`src/rtl/end_screen_renderer.sv`:
```
// Win/lose end-of-bout screen: blinking box with a WIN or LOSE glyph, held for a
// frame count before flagging done. Two-stage pixel pipeline (hit flags, then colour).
module end_screen_renderer #(
  parameter int          BOX_X        = 380,
  parameter int          BOX_Y        = 220,
  parameter int          BOX_SIZE     = 200,
  parameter int          STROKE       = 20,
  parameter logic [23:0] BOX_COLOR    = 24'hF4_63_05,
  parameter logic [23:0] ALT_COLOR    = 24'h80_30_00,
  parameter logic [23:0] GLYPH_COLOR  = 24'hFF_FF_FF,
  parameter int          BLINK_FRAMES = 30,
  parameter int          HOLD_FRAMES  = 180
) (
  input  logic        clk_in,
  input  logic        rst_in,
  input  logic [10:0] hcount_in,
  input  logic [9:0]  vcount_in,
  input  logic        new_frame_in,
  input  logic        result_vld_in,
  input  logic        result_win_in,
  input  logic        ack_in,
  output logic [23:0] color_out,
  output logic        active_out,
  output logic        done_out
);

  localparam int FRAME_W = $clog2(HOLD_FRAMES + 1);
  localparam int BLINK_W = $clog2(BLINK_FRAMES + 1);

  localparam int WIN_X [4] = '{BOX_X + 40, BOX_X + 90, BOX_X + 140, BOX_X + 40};
  localparam int WIN_Y [4] = '{BOX_Y + 50, BOX_Y + 105, BOX_Y + 50, BOX_Y + 150};
  localparam int WIN_W [4] = '{STROKE, STROKE, STROKE, 120};
  localparam int WIN_H [4] = '{100, 100, 100, STROKE};
  localparam int LOSE_X [2] = '{BOX_X + 60, BOX_X + 60};
  localparam int LOSE_Y [2] = '{BOX_Y + 50, BOX_Y + 150};
  localparam int LOSE_W [2] = '{STROKE, 80};
  localparam int LOSE_H [2] = '{100, STROKE};

  typedef enum logic [1:0] {IDLE, SHOW, DONE} state_t;

  state_t               state_reg, state_next;
  logic                 win_reg, win_next;
  logic                 phase_reg, phase_next;
  logic [FRAME_W-1:0]   frame_cnt_reg, frame_cnt_next;
  logic [BLINK_W-1:0]   blink_cnt_reg, blink_cnt_next;
  logic                 active_reg, done_reg;

  // Rectangle test on 12-bit unsigned coordinates; the far edge wraps like the hardware adder.
  function automatic logic in_rect(input logic [11:0] hc, input logic [11:0] vc,
                                   input logic [11:0] x, input logic [11:0] y,
                                   input logic [11:0] w, input logic [11:0] h);
    logic [11:0] x_end;
    logic [11:0] y_end;
    x_end = x + w;
    y_end = y + h;
    return (hc >= x) && (hc < x_end) && (vc >= y) && (vc < y_end);
  endfunction

  logic [11:0] hc12, vc12;
  logic [3:0]  win_hits;
  logic [1:0]  lose_hits;
  logic        box_hit;

  assign hc12    = {1'b0, hcount_in};
  assign vc12    = {2'b00, vcount_in};
  assign box_hit = in_rect(hc12, vc12, 12'(BOX_X), 12'(BOX_Y), 12'(BOX_SIZE), 12'(BOX_SIZE));

  generate
    for (genvar gi = 0; gi < 4; gi++) begin : g_win
      assign win_hits[gi] = in_rect(hc12, vc12, 12'(WIN_X[gi]), 12'(WIN_Y[gi]),
                                    12'(WIN_W[gi]), 12'(WIN_H[gi]));
    end
    for (genvar gi = 0; gi < 2; gi++) begin : g_lose
      assign lose_hits[gi] = in_rect(hc12, vc12, 12'(LOSE_X[gi]), 12'(LOSE_Y[gi]),
                                     12'(LOSE_W[gi]), 12'(LOSE_H[gi]));
    end
  endgenerate

  always_comb begin
    state_next     = state_reg;
    win_next       = win_reg;
    phase_next     = phase_reg;
    frame_cnt_next = frame_cnt_reg;
    blink_cnt_next = blink_cnt_reg;
    case (state_reg)
      IDLE: begin
        if (result_vld_in) begin
          state_next     = SHOW;
          win_next       = result_win_in;
          phase_next     = 1'b0;
          frame_cnt_next = '0;
          blink_cnt_next = '0;
        end
      end
      SHOW: begin
        // A skip request outranks any frame tick arriving in the same cycle.
        if (ack_in) begin
          state_next = IDLE;
        end else if (new_frame_in) begin
          frame_cnt_next = frame_cnt_reg + 1'b1;
          if (blink_cnt_reg == BLINK_W'(BLINK_FRAMES - 1)) begin
            blink_cnt_next = '0;
            phase_next     = ~phase_reg;
          end else begin
            blink_cnt_next = blink_cnt_reg + 1'b1;
          end
          if (frame_cnt_reg == FRAME_W'(HOLD_FRAMES - 1))
            state_next = DONE;
        end
      end
      DONE: begin
        if (ack_in)
          state_next = IDLE;
      end
      default: state_next = IDLE;
    endcase
  end

  always_ff @(posedge clk_in) begin
    if (rst_in) begin
      state_reg     <= IDLE;
      win_reg       <= 1'b0;
      phase_reg     <= 1'b0;
      frame_cnt_reg <= '0;
      blink_cnt_reg <= '0;
      active_reg    <= 1'b0;
      done_reg      <= 1'b0;
    end else begin
      state_reg     <= state_next;
      win_reg       <= win_next;
      phase_reg     <= phase_next;
      frame_cnt_reg <= frame_cnt_next;
      blink_cnt_reg <= blink_cnt_next;
      active_reg    <= (state_reg != IDLE);
      done_reg      <= (state_reg == DONE);
    end
  end

  // Stage 1 captures state and phase alongside the hit flags so each pixel is self-consistent.
  logic        s1_box_reg, s1_stroke_reg, s1_idle_reg, s1_phase_reg;
  logic [23:0] color_reg;

  always_ff @(posedge clk_in) begin
    if (rst_in) begin
      s1_box_reg    <= 1'b0;
      s1_stroke_reg <= 1'b0;
      s1_idle_reg   <= 1'b1;
      s1_phase_reg  <= 1'b0;
      color_reg     <= '0;
    end else begin
      s1_box_reg    <= box_hit;
      s1_stroke_reg <= win_reg ? (|win_hits) : (|lose_hits);
      s1_idle_reg   <= (state_reg == IDLE);
      s1_phase_reg  <= phase_reg;
      if (s1_idle_reg)
        color_reg <= '0;
      else if (s1_stroke_reg)
        color_reg <= GLYPH_COLOR;
      else if (s1_box_reg)
        color_reg <= s1_phase_reg ? ALT_COLOR : BOX_COLOR;
      else
        color_reg <= '0;
    end
  end

  assign color_out  = color_reg;
  assign active_out = active_reg;
  assign done_out   = done_reg;

endmodule

```
`config.mk`:
```
export PLATFORM = sky130hd
export DESIGN_NAME = end_screen_renderer
export DESIGN_NICKNAME = d
export VERILOG_FILES = /design/src/rtl/end_screen_renderer.sv
export SDC_FILE = /design/constraint.sdc
export NUM_CORES = 1
export LEC_CHECK = 0
export ABC_AREA = 0
export BUFFER_PORTS_ARGS = -buffer_cell sky130_fd_sc_hd__buf_2
export CORE_MARGIN = 3
export CORE_UTILIZATION = 54
export CTS_CLUSTER_SIZE = 28
export DETAILED_ROUTE_END_ITERATION = 8
export GPL_TIMING_DRIVEN = 0
export PLACE_DENSITY = 0.85
export SYNTH_ARGS = -nofsm -noshare
export SYNTH_HDL_FRONTEND = slang
export SYNTH_SLANG_ARGS = --single-unit
export TNS_END_PERCENT = 5
```
`constraint.sdc`:
```
create_clock -name clk_in -period 3.3 [get_ports clk_in]
set_input_delay 0.33 -clock clk_in [delete_from_list [all_inputs] [get_ports clk_in]]
set_output_delay 0.33 -clock clk_in [all_outputs]
set_load 0.1 [all_outputs]
```
=== After elaboration in Yosys (flattened, before gate mapping) ===
Index checks and enable logic that the tools add are counted.

* Register bits after elaboration: 47
* Bits of input ports: 27
* Output and inout bits: 26
* Word-level logic and storage cells: 100

* $add $sub $neg: 2
* Order comparisons: 19
* Eq/ne operators: 11
* Multiplexer cells: 24
* Bitwise gates (word level): 1
* Reduce and logical (&&, ||, !) cells: 31

{| class="wikitable"
|+ Operators with widths
! cell !! count
|-
| 2-to-1 mux 24 bit || 2
|-
| greater-or-equal comparator 11 x 9 -> 1 bit (second input constant) || 4
|-
| less-than comparator 10 x 9 -> 1 bit (second input constant) || 4
|-
| less-than comparator 11 x 10 -> 1 bit (second input constant) || 3
|-
| less-than comparator 11 x 9 -> 1 bit (second input constant) || 3
|-
| greater-or-equal comparator 10 x 9 -> 1 bit (second input constant) || 3
|-
| 2-to-1 mux 8 bit || 3
|-
| 2-to-1 mux 23 bit || 1
|-
| logical AND 1 bit || 21
|-
| 2-to-1 mux 5 bit || 4
|-
| case mux 8 bit (2 select lines) || 1
|-
| greater-or-equal comparator 11 x 10 -> 1 bit (second input constant) || 1
|-
| greater-or-equal comparator 10 x 8 -> 1 bit (second input constant) || 1
|-
| 2-to-1 mux 2 bit || 5
|-
| inequality test 2 bit (second input constant) || 5
|-
| case mux 5 bit (2 select lines) || 1
|-
| adder 8 x 1 -> 8 bit (second input constant) || 1
|-
| == test 8 bit (second input constant) || 1
|-
| AND reduction 4 bit || 2
|-
| inequality test 3 bit (second input constant) || 2
|-
| case mux 2 bit (3 select lines) || 1
|-
| adder 5 x 1 -> 5 bit (second input constant) || 1
|-
| == test 5 bit (second input constant) || 1
|-
| 2-to-1 mux 1 bit || 5
|-
| 10 further kinds || 12
|}

=== Longest topological paths before layout ===
Gate-level depths: netlist of run 1.

* Word-level depth: 6
* Gate-level depth with buffers: 6
* Mapped depth without buffers: 6

=== Worst setup path after synthesis of run 1 ===
No wires, ideal clock.

* Path kind: reg2out
* Start point: reg, netlist name color_out[19]
* End point: out color_out[10]
* Arrival time: 1.536 ns
* Data required time: 2.970 ns
* Setup slack: 1.434 ns
* Stages on the path, launching flop included: 2
* Path buffers: 1
* Cell sequence: dfxtp_1 > buf_4

{| class="wikitable"
|+ RTL lines
! what !! RTL line !! RTL
|-
| to (decl) || 22 || <nowiki>output logic [23:0] color_out,</nowiki>
|}

==> results of run 1 <==
## layout by cell type, fill, tap and decap left out, types with 3 or more instances in the layout
master	instances
dfxtp_1	27
a21oi_1	8
o21ai_0	4
nor4_1	4
nand4_1	8
buf_4	20
nor3_1	10
a31oi_1	4
nand3_1	5
buf_2	53
nor2b_1	4
xor2_1	8
inv_1	7
ha_1	3
clkbuf_4	3
nor2_1	23
nand2_1	8
nand2b_1	5
## cell type report
| type | instances | area share |
|---|---|---|
| Inverter | 7 | 0.0134 |
| Tap cell | 31 | 0.0197 |
| Sequential cell | 27 | 0.275 |
| Multi-Input combinational cell | 139 | 0.458 |
| Timing Repair Buffer | 48 | 0.122 |
| Clock buffer | 3 | 0.0114 |
| Buffer | 27 | 0.0966 |
| Clock inverter | 1 | 0.00381 |
## logic make-up (layout without fill, tap and decap cells)
family / count (synthesis) / count (layout) / share of synthesized area
XOR/XNOR: 9 / 9 / 0.0475
AND/OR/NAND/NOR: 83 / 83 / 0.275
flip-flops: 27 / 27 / 0.326
multiplexers: 2 / 2 / 0.0128
buffers and inverters: 34 / 86 / 0.130
adder cells (fa/ha/maj): 3 / 3 / 0.0226
AO/OA/AOI/OAI: 42 / 42 / 0.186
## critical path: stages, from the launching register on
cell,delay [ns]
dfxtp_1,0.54
buf_4,0.17
buf_2,0.41
## power by group
group	internal (mW)	switching (mW)	leakage (nW)
combinational	0.0426	0.0695	0.654
sequential	0.333	0.00673	0.219
clock	0.0464	0.0966	0.0139
total	0.422	0.173	0.887
## synth_stat cells, drive strengths merged (4+ instances only)
library cell	count
a21oi	8
a31oi	4
and3	4
buf	27
dfxtp	27
inv	7
nand2	8
nand2b	5
nand3	5
nand4	8
nor2	23
nor2b	4
nor3	10
nor4	4
o21ai	5
xor2	8
## per-layer routing
layer | track usage | wire (um) | vias up
met1 | 0.235 | 1590 | 671
met2 | 0.295 | 1460 | 58
met5 | 0 | 0 | -
li1 | - | - | 814
met3 | 0.0419 | 204 | 2
met4 | 0.0273 | 12 | 0
## path summary, 6_finish.rpt
kind	depth (start not counted)	end	start
hold reg to reg	1	color_out[19]$_SDFF_PP0_	s1_idle_reg$_SDFF_PP1_
setup reg to reg	6	blink_cnt_reg[4]$_SDFFE_PP0P_	state_reg[0]$_SDFFE_PP0P_
hold / removal	2	state_reg[1]$_SDFFE_PP0P_	ack_in
setup / recovery	2	color_out[17]	color_out[19]$_SDFF_PP0_
## stage by stage
stage | cells | hold WS [ns]
2_1_floorplan | 200 | 0.399
3_3_place_gp | 279 | 0.413
3_5_place_dp | 279 | 0.416
4_1_cts | 283 | 0.194
5_1_grt | 283 | 0.204
6_report | 283 | 0.211
==> impl_metrics.tcl, run 1 <==
set metrics [dict create \
    die_area_mm2 0.00377 \
    yosys.area.top_type_share 0.326 \
    clk_pin_slew_ns 0.15 \
    drive_above_1_share 0.337 \
    finalCritPeriodShare 0.539 \
    viasPerCell 5.46 \
    cts_made_buffers 3 \
    power_mw 0.595 \
    io_buffer_count 48 \
    clockBufferDepth 2 \
    antenna_cells 0 \
    yosysTopAreaCell "dfxtp_1" \
    status "completed" \
    num_rows 19 \
    antenna_found_initial 0 \
    p_per_area_mw_per_mm2 302 \
    grt_max_degree 17 \
    place_congestion 0.825 \
    fin_skew_ns 0.00903 \
    ys_top_cells_by_area "dfxtp_1, buf_4, nor2_1" \
    critical_path_class "reg -> out" \
    fill_cells 253 \
    finalNetCount 283 \
    async_flop_share 0 \
    tightestPinTransition_ns 0.489 \
    slew_headroom 0.676 \
    cts.sinks 27 \
    wl_mm 3.27 \
    grt_remaining_overflow 0 \
    postLayoutCoreUtil 0.690 \
    ctsResizeCount 0 \
    grt_pass1_vias 1245 \
    grt.total_usage 0.176 \
    synth.net_count 230 \
    dp_worst_setup_slack_ns 1.56 \
    io_pins 53 \
    syn_area_per_cell_um2 8.30 \
    area_delta_synth_final_pct 18.6 \
    synth-main-ff-cell "dfxtp_1" \
    cts_tree "done" \
    p_leak_nw 0.887 \
    worst-path-max-fanout 12 \
    clk_latency_ns 0.33 \
    dp_hpwl_mm 2.53 \
    drt_iter0_markers 34 \
    antenna_left 0 \
    drt-pass1-iter-count 5 \
    largest_reg_flops 8 \
    post-route-drc-count 0 \
    min_period_ns 1.78 \
    vias 1545 \
    finalHoldViolations 0 \
    initial_core_util 0.582 \
    synthCells 200 \
    synth-seq-cells 27 \
    synth_edf_count 0 \
    worst_setup_path_end_kind "primary output" \
    htreeDepth 1 \
    multi_input_area_um2 902 \
    holdCritPathClass "in -> reg" \
    seq_area_frac_synth 0.326 \
    avgRoutedWirePerCell_um 11.6 \
    crit_arrival_ns 1.45 \
    worstPathRequired_ns 2.97 \
    yosys_warnings 0 \
    finalSetupTns_ns 0 \
    die_h_um 61.4 \
    startpoint_type "register" \
    clock.fmax_mhz 562 \
    clockRootBuffer "clkbuf_4" \
    setup_viol 0 \
    die-width_um 61.4 \
    r2r_setup_slack_ns 1.67 \
    synth_area_mm2 0.00166 \
    ys_types 54 \
    rsz0062_at_grt "false" \
    design_area_mm2 0.00197 \
    place_area_mm2 0.00194 \
    regArea_um2 541 \
    maxCapViolCount 0 \
    coreArea_mm2 0.00285 \
    worst_slack_ns 1.52 \
    grt_pass1_wl_mm 5.14 \
    cts_hold_buf 0 \
    post_cts_buffers 0 \
    ir_drop_mv 0.293 \
    slew_violations 0 \
]
Note: power is estimated with default switching activity, not from simulation.
==> inputs of run 2 (changes only) <==
--- a/config.mk
+++ b/config.mk
@@ -8,11 +8,11 @@
 export ABC_AREA = 0
 export BUFFER_PORTS_ARGS = -buffer_cell sky130_fd_sc_hd__buf_2
 export CORE_MARGIN = 3
-export CORE_UTILIZATION = 54
+export CORE_UTILIZATION = 46
 export CTS_CLUSTER_SIZE = 28
 export DETAILED_ROUTE_END_ITERATION = 8
 export GPL_TIMING_DRIVEN = 0
-export PLACE_DENSITY = 0.85
+export PLACE_DENSITY = 0.77
 export SYNTH_ARGS = -nofsm -noshare
 export SYNTH_HDL_FRONTEND = slang
 export SYNTH_SLANG_ARGS = --single-unit
==> constraint.sdc (replaced) <==
create_clock -name clk_in -period 1.5 [get_ports clk_in]
set_input_delay 0.15 -clock clk_in [delete_from_list [all_inputs] [get_ports clk_in]]
set_output_delay 0.15 -clock clk_in [all_outputs]
set_load 0.1 [all_outputs]
==> impl_metrics.tcl, run 2 (synthesized netlist as in run 1, its figures left out) <==
set metrics [dict create \
    place_congestion 0.831 \
    slew_headroom 0.672 \
    vias 1582 \
    startpoint_type "register" \
    slew_violations 0 \
    holdCritPathClass "in -> reg" \
    p_leak_nw 0.891 \
    htreeDepth 1 \
    fin_skew_ns 0.00175 \
    ir_drop_mv 0.523 \
    regArea_um2 548 \
    largest_reg_flops 8 \
    power_mw 1.32 \
    drt_iter0_markers 58 \
    cts_tree "done" \
    clk_latency_ns 0.32 \
    cts.sinks 27 \
    rsz0062_at_grt "true" \
    coreArea_mm2 0.00342 \
    drt-pass1-iter-count 4 \
    tightestPinTransition_ns 0.495 \
    num_rows 21 \
    setup_viol 0 \
    die_h_um 66.1 \
    cts_hold_buf 0 \
    min_period_ns 1.46 \
    post_cts_buffers 0 \
    post-route-drc-count 0 \
    clockBufferDepth 2 \
    finalHoldViolations 0 \
    p_per_area_mw_per_mm2 637 \
    status "completed" \
    clk_pin_slew_ns 0.14 \
    fill_cells 330 \
    multi_input_area_um2 921 \
    layout_common_cells "buf_4, buf_2, nor2_1, dfxtp_1, nor3_1" \
    dp_hpwl_mm 2.60 \
    clock.fmax_mhz 687 \
    place_area_mm2 0.00196 \
    design_area_mm2 0.00207 \
    clockRootBuffer "clkbuf_4" \
    worst-path-max-fanout 7 \
    grt_pass1_wl_mm 5.55 \
    die-width_um 66.1 \
    grt_remaining_overflow 0 \
    finalCritPeriodShare 0.971 \
    worstPathRequired_ns 1.73 \
    worst_setup_path_end_kind "register" \
    avgRoutedWirePerCell_um 11.6 \
    grt_pass1_vias 1333 \
    antenna_cells 0 \
    initial_core_util 0.486 \
    whs_ns 0.0389 \
    antenna_left 0 \
    grt.total_usage 0.156 \
    wl_mm 3.47 \
    die_area_mm2 0.00436 \
    crit_arrival_ns 1.69 \
    worst_slack_ns 0.0436 \
    drive_above_1_share 0.361 \
    postLayoutCoreUtil 0.605 \
    io_buffer_count 48 \
    layout_commonest_cell "buf_4" \
    dp_worst_setup_slack_ns -0.104 \
    area_delta_synth_final_pct 24.5 \
    critical_path_class "reg -> reg" \
    finalNetCount 283 \
    cts_made_buffers 3 \
    io_pins 53 \
    maxCapViolCount 0 \
    grt_max_degree 17 \
    viasPerCell 5.31 \
    antenna_found_initial 0 \
]
==> run 2: changes by cell type in the layout (fill, tap and decap cells not counted), sizes merged <==
cell	change
buf	-2
clkbuf	+2
==> run 2: repair_timing <==
| item | in CTS | in global routing |
|---|---|---|
| resized for setup | 10 | 18 |
| endpoints found under the hold margin | 0 | 0 |
| pin swaps | 0 | 3 |
| setup endpoints to repair | 16 | 22 |
==> run 2: worst paths after layout <==
check                            startpoint                             to  slack, ns  cells past startpoint
setup / recovery  state_reg[0]$_SDFFE_PP0P_  frame_cnt_reg[7]$_SDFFE_PP0P_       0.04                      5
hold / removal                       ack_in      state_reg[1]$_SDFFE_PP0P_       0.04                      2
setup reg to reg  state_reg[0]$_SDFFE_PP0P_  frame_cnt_reg[7]$_SDFFE_PP0P_       0.04                      5
hold reg to reg      s1_idle_reg$_SDFF_PP1_       color_out[19]$_SDFF_PP0_       0.44                      1
==> run 2: metal layers <==
metal,share of wire,global-route usage
met2,0.47,0.279
met5,0,0
met1,0.44,0.197
met4,0.0017,0.0228
met3,0.083,0.0306
==> run 2: layout make-up <==
class                      instances  area share
timing repair buffer              48       0.141
inverter                           7      0.0127
tap                               46      0.0279
sequential                        27       0.265
multi-input combinational        139       0.446
buffer                            27      0.0933
clock inverter                     1     0.00363
clock buffer                       3      0.0109
==> run 2: critical path, stage by stage (launching register included) <==
cell and delay [ns]:
dfxtp_4 0.39, nand2b_4 0.16, a21oi_4 0.20, nand4_1 0.15, nor2_1 0.13, mux2_2 0.33
==> run 2: stage by stage <==
stage                     instances  TNS, ns
final                           298        0
after global routing            298  -0.0716
after CTS                       298        0
after detailed placement        294   -0.363
after global placement          294   -0.202
after floorplan                 200    -1.06
==> run 2: report_power, final <==
| part | total (mW) | internal, mW | switching, mW |
|---|---|---|---|
| clock network | 0.310 | 0.102 | 0.208 |
| registers | 0.749 | 0.733 | 0.0153 |
| logic | 0.258 | 0.101 | 0.157 |
==> inputs of run 3 (changes only) <==
--- a/config.mk
+++ b/config.mk
@@ -8,11 +8,11 @@
 export ABC_AREA = 0
 export BUFFER_PORTS_ARGS = -buffer_cell sky130_fd_sc_hd__buf_2
 export CORE_MARGIN = 3
-export CORE_UTILIZATION = 46
+export CORE_UTILIZATION = 29
 export CTS_CLUSTER_SIZE = 28
 export DETAILED_ROUTE_END_ITERATION = 8
 export GPL_TIMING_DRIVEN = 0
-export PLACE_DENSITY = 0.77
+export PLACE_DENSITY = 0.53
 export SYNTH_ARGS = -nofsm -noshare
 export SYNTH_HDL_FRONTEND = slang
 export SYNTH_SLANG_ARGS = --single-unit
==> impl_metrics.tcl, run 3 (synthesized netlist as in run 1, its figures left out) <==
set metrics [dict create \
    wl_mm 3.71 \
    antenna_left 0 \
    final_cell_count_no_fill 325 \
    antenna_cells 0 \
    clk_latency_ns 0.27 \
    slew_headroom 0.674 \
    largest_reg_flops 8 \
    place_congestion 0.790 \
    crit_arrival_ns 1.64 \
    grt_max_degree 17 \
    cts_tree "done" \
    finalNetCount 286 \
    grt_remaining_overflow 0 \
    cts_made_buffers 3 \
    cts.sinks 27 \
    worst_slack_ns 0.0196 \
    drive_above_1_share 0.361 \
    vias 1560 \
    area_delta_synth_final_pct 26.6 \
    worstPathRequired_ns 1.66 \
    fin_skew_ns 0.00406 \
    place_area_mm2 0.00199 \
    num_rows 26 \
    grt.total_usage 0.112 \
    layout_common_cells "buf_2, buf_4, dfxtp_1" \
    critical_path_class "reg -> reg" \
    avgRoutedWirePerCell_um 11.4 \
    slew_violations 0 \
    startpoint_type "register" \
    drt-pass1-iter-count 4 \
    p_leak_nw 0.913 \
    fill_cells 556 \
    holdCritPathClass "in -> reg" \
    clockRootBuffer "clkbuf_8" \
    initial_core_util 0.313 \
    setup_viol 0 \
    io_buffer_count 48 \
    finalSetupTns_ns 0 \
    tightestPinTransition_ns 0.492 \
    io_pins 53 \
    finalCritPeriodShare 0.987 \
    clock.fmax_mhz 675 \
    clockBufferDepth 2 \
    die-width_um 81.6 \
    worst-path-max-fanout 7 \
    rsz0062_at_grt "true" \
    layout_commonest_cell "buf_2" \
    grt_pass1_wl_mm 6.00 \
    post-route-drc-count 0 \
    grt_pass1_vias 1411 \
    clk_pin_slew_ns 0.09 \
    dp_worst_setup_slack_ns -0.131 \
    min_period_ns 1.48 \
    viasPerCell 4.80 \
    antenna_found_initial 0 \
    finalHoldViolations 0 \
    design_area_mm2 0.00210 \
    postLayoutCoreUtil 0.396 \
    power_mw 1.42 \
    htreeDepth 1 \
    maxCapViolCount 0 \
    die_area_mm2 0.00666 \
    status "completed" \
    whs_ns 0.106 \
    drt_iter0_markers 70 \
    die_h_um 81.6 \
    coreArea_mm2 0.00530 \
    ir_drop_mv 0.346 \
    p_per_area_mw_per_mm2 674 \
    dp_hpwl_mm 2.78 \
    worst_setup_path_end_kind "register" \
    dp.cells 318 \
]
-- run 3: final cells by class --
cell class	count	area, um^2	share of cell area
plain buffers	27	193	0.0917
clock buffers	3	41.3	0.0197
clock inverters	1	7.51	0.00357
inverters	7	26.3	0.0125
multi-input cells	139	917	0.437
flip-flops and latches	27	546	0.260
well taps	70	87.6	0.0417
repair buffers	51	283	0.135
-- run 3: worst paths after layout --
kind	start	to	slack (ns)	cells past startpoint
setup / recovery	state_reg[0]$_SDFFE_PP0P_	frame_cnt_reg[7]$_SDFFE_PP0P_	0.02	5
hold / removal	ack_in	state_reg[1]$_SDFFE_PP0P_	0.11	2
setup reg to reg	state_reg[0]$_SDFFE_PP0P_	frame_cnt_reg[7]$_SDFFE_PP0P_	0.02	5
hold reg to reg	s1_idle_reg$_SDFF_PP1_	color_out[19]$_SDFF_PP0_	0.42	1
-- run 3: power breakdown --
part | internal (mW) | total (mW) | leakage, nW | switching [mW]
combinational | 0.101 | 0.259 | 0.671 | 0.158
sequential | 0.732 | 0.747 | 0.220 | 0.0148
clock | 0.188 | 0.410 | 0.0217 | 0.222
total | 1.02 | 1.42 | 0.913 | 0.394
-- run 3: critical path, stage by stage, from the launching register on --
cell      delay [ns]
dfxtp_4         0.38
nand3b_1        0.11
a21oi_2         0.23
nand4_1         0.16
nor2_1          0.18
mux2_4          0.31
-- run 3: per-layer routing --
| layer | vias to the layer above | track usage | part of all wire |
|---|---|---|---|
| li1 | 819 | - | - |
| met1 | 688 | 0.146 | 0.47 |
| met2 | 51 | 0.187 | 0.44 |
| met3 | 2 | 0.0252 | 0.081 |
| met4 | 0 | 0.0299 | 0.0089 |
| met5 | - | 0 | 0 |
-- run 3: what timing repair did --
item,in CTS,in global routing
buffers inserted,2,1
resized for setup,1,14
hold buffers,0,0
endpoints found under the setup margin,10,20
pin swaps,3,3
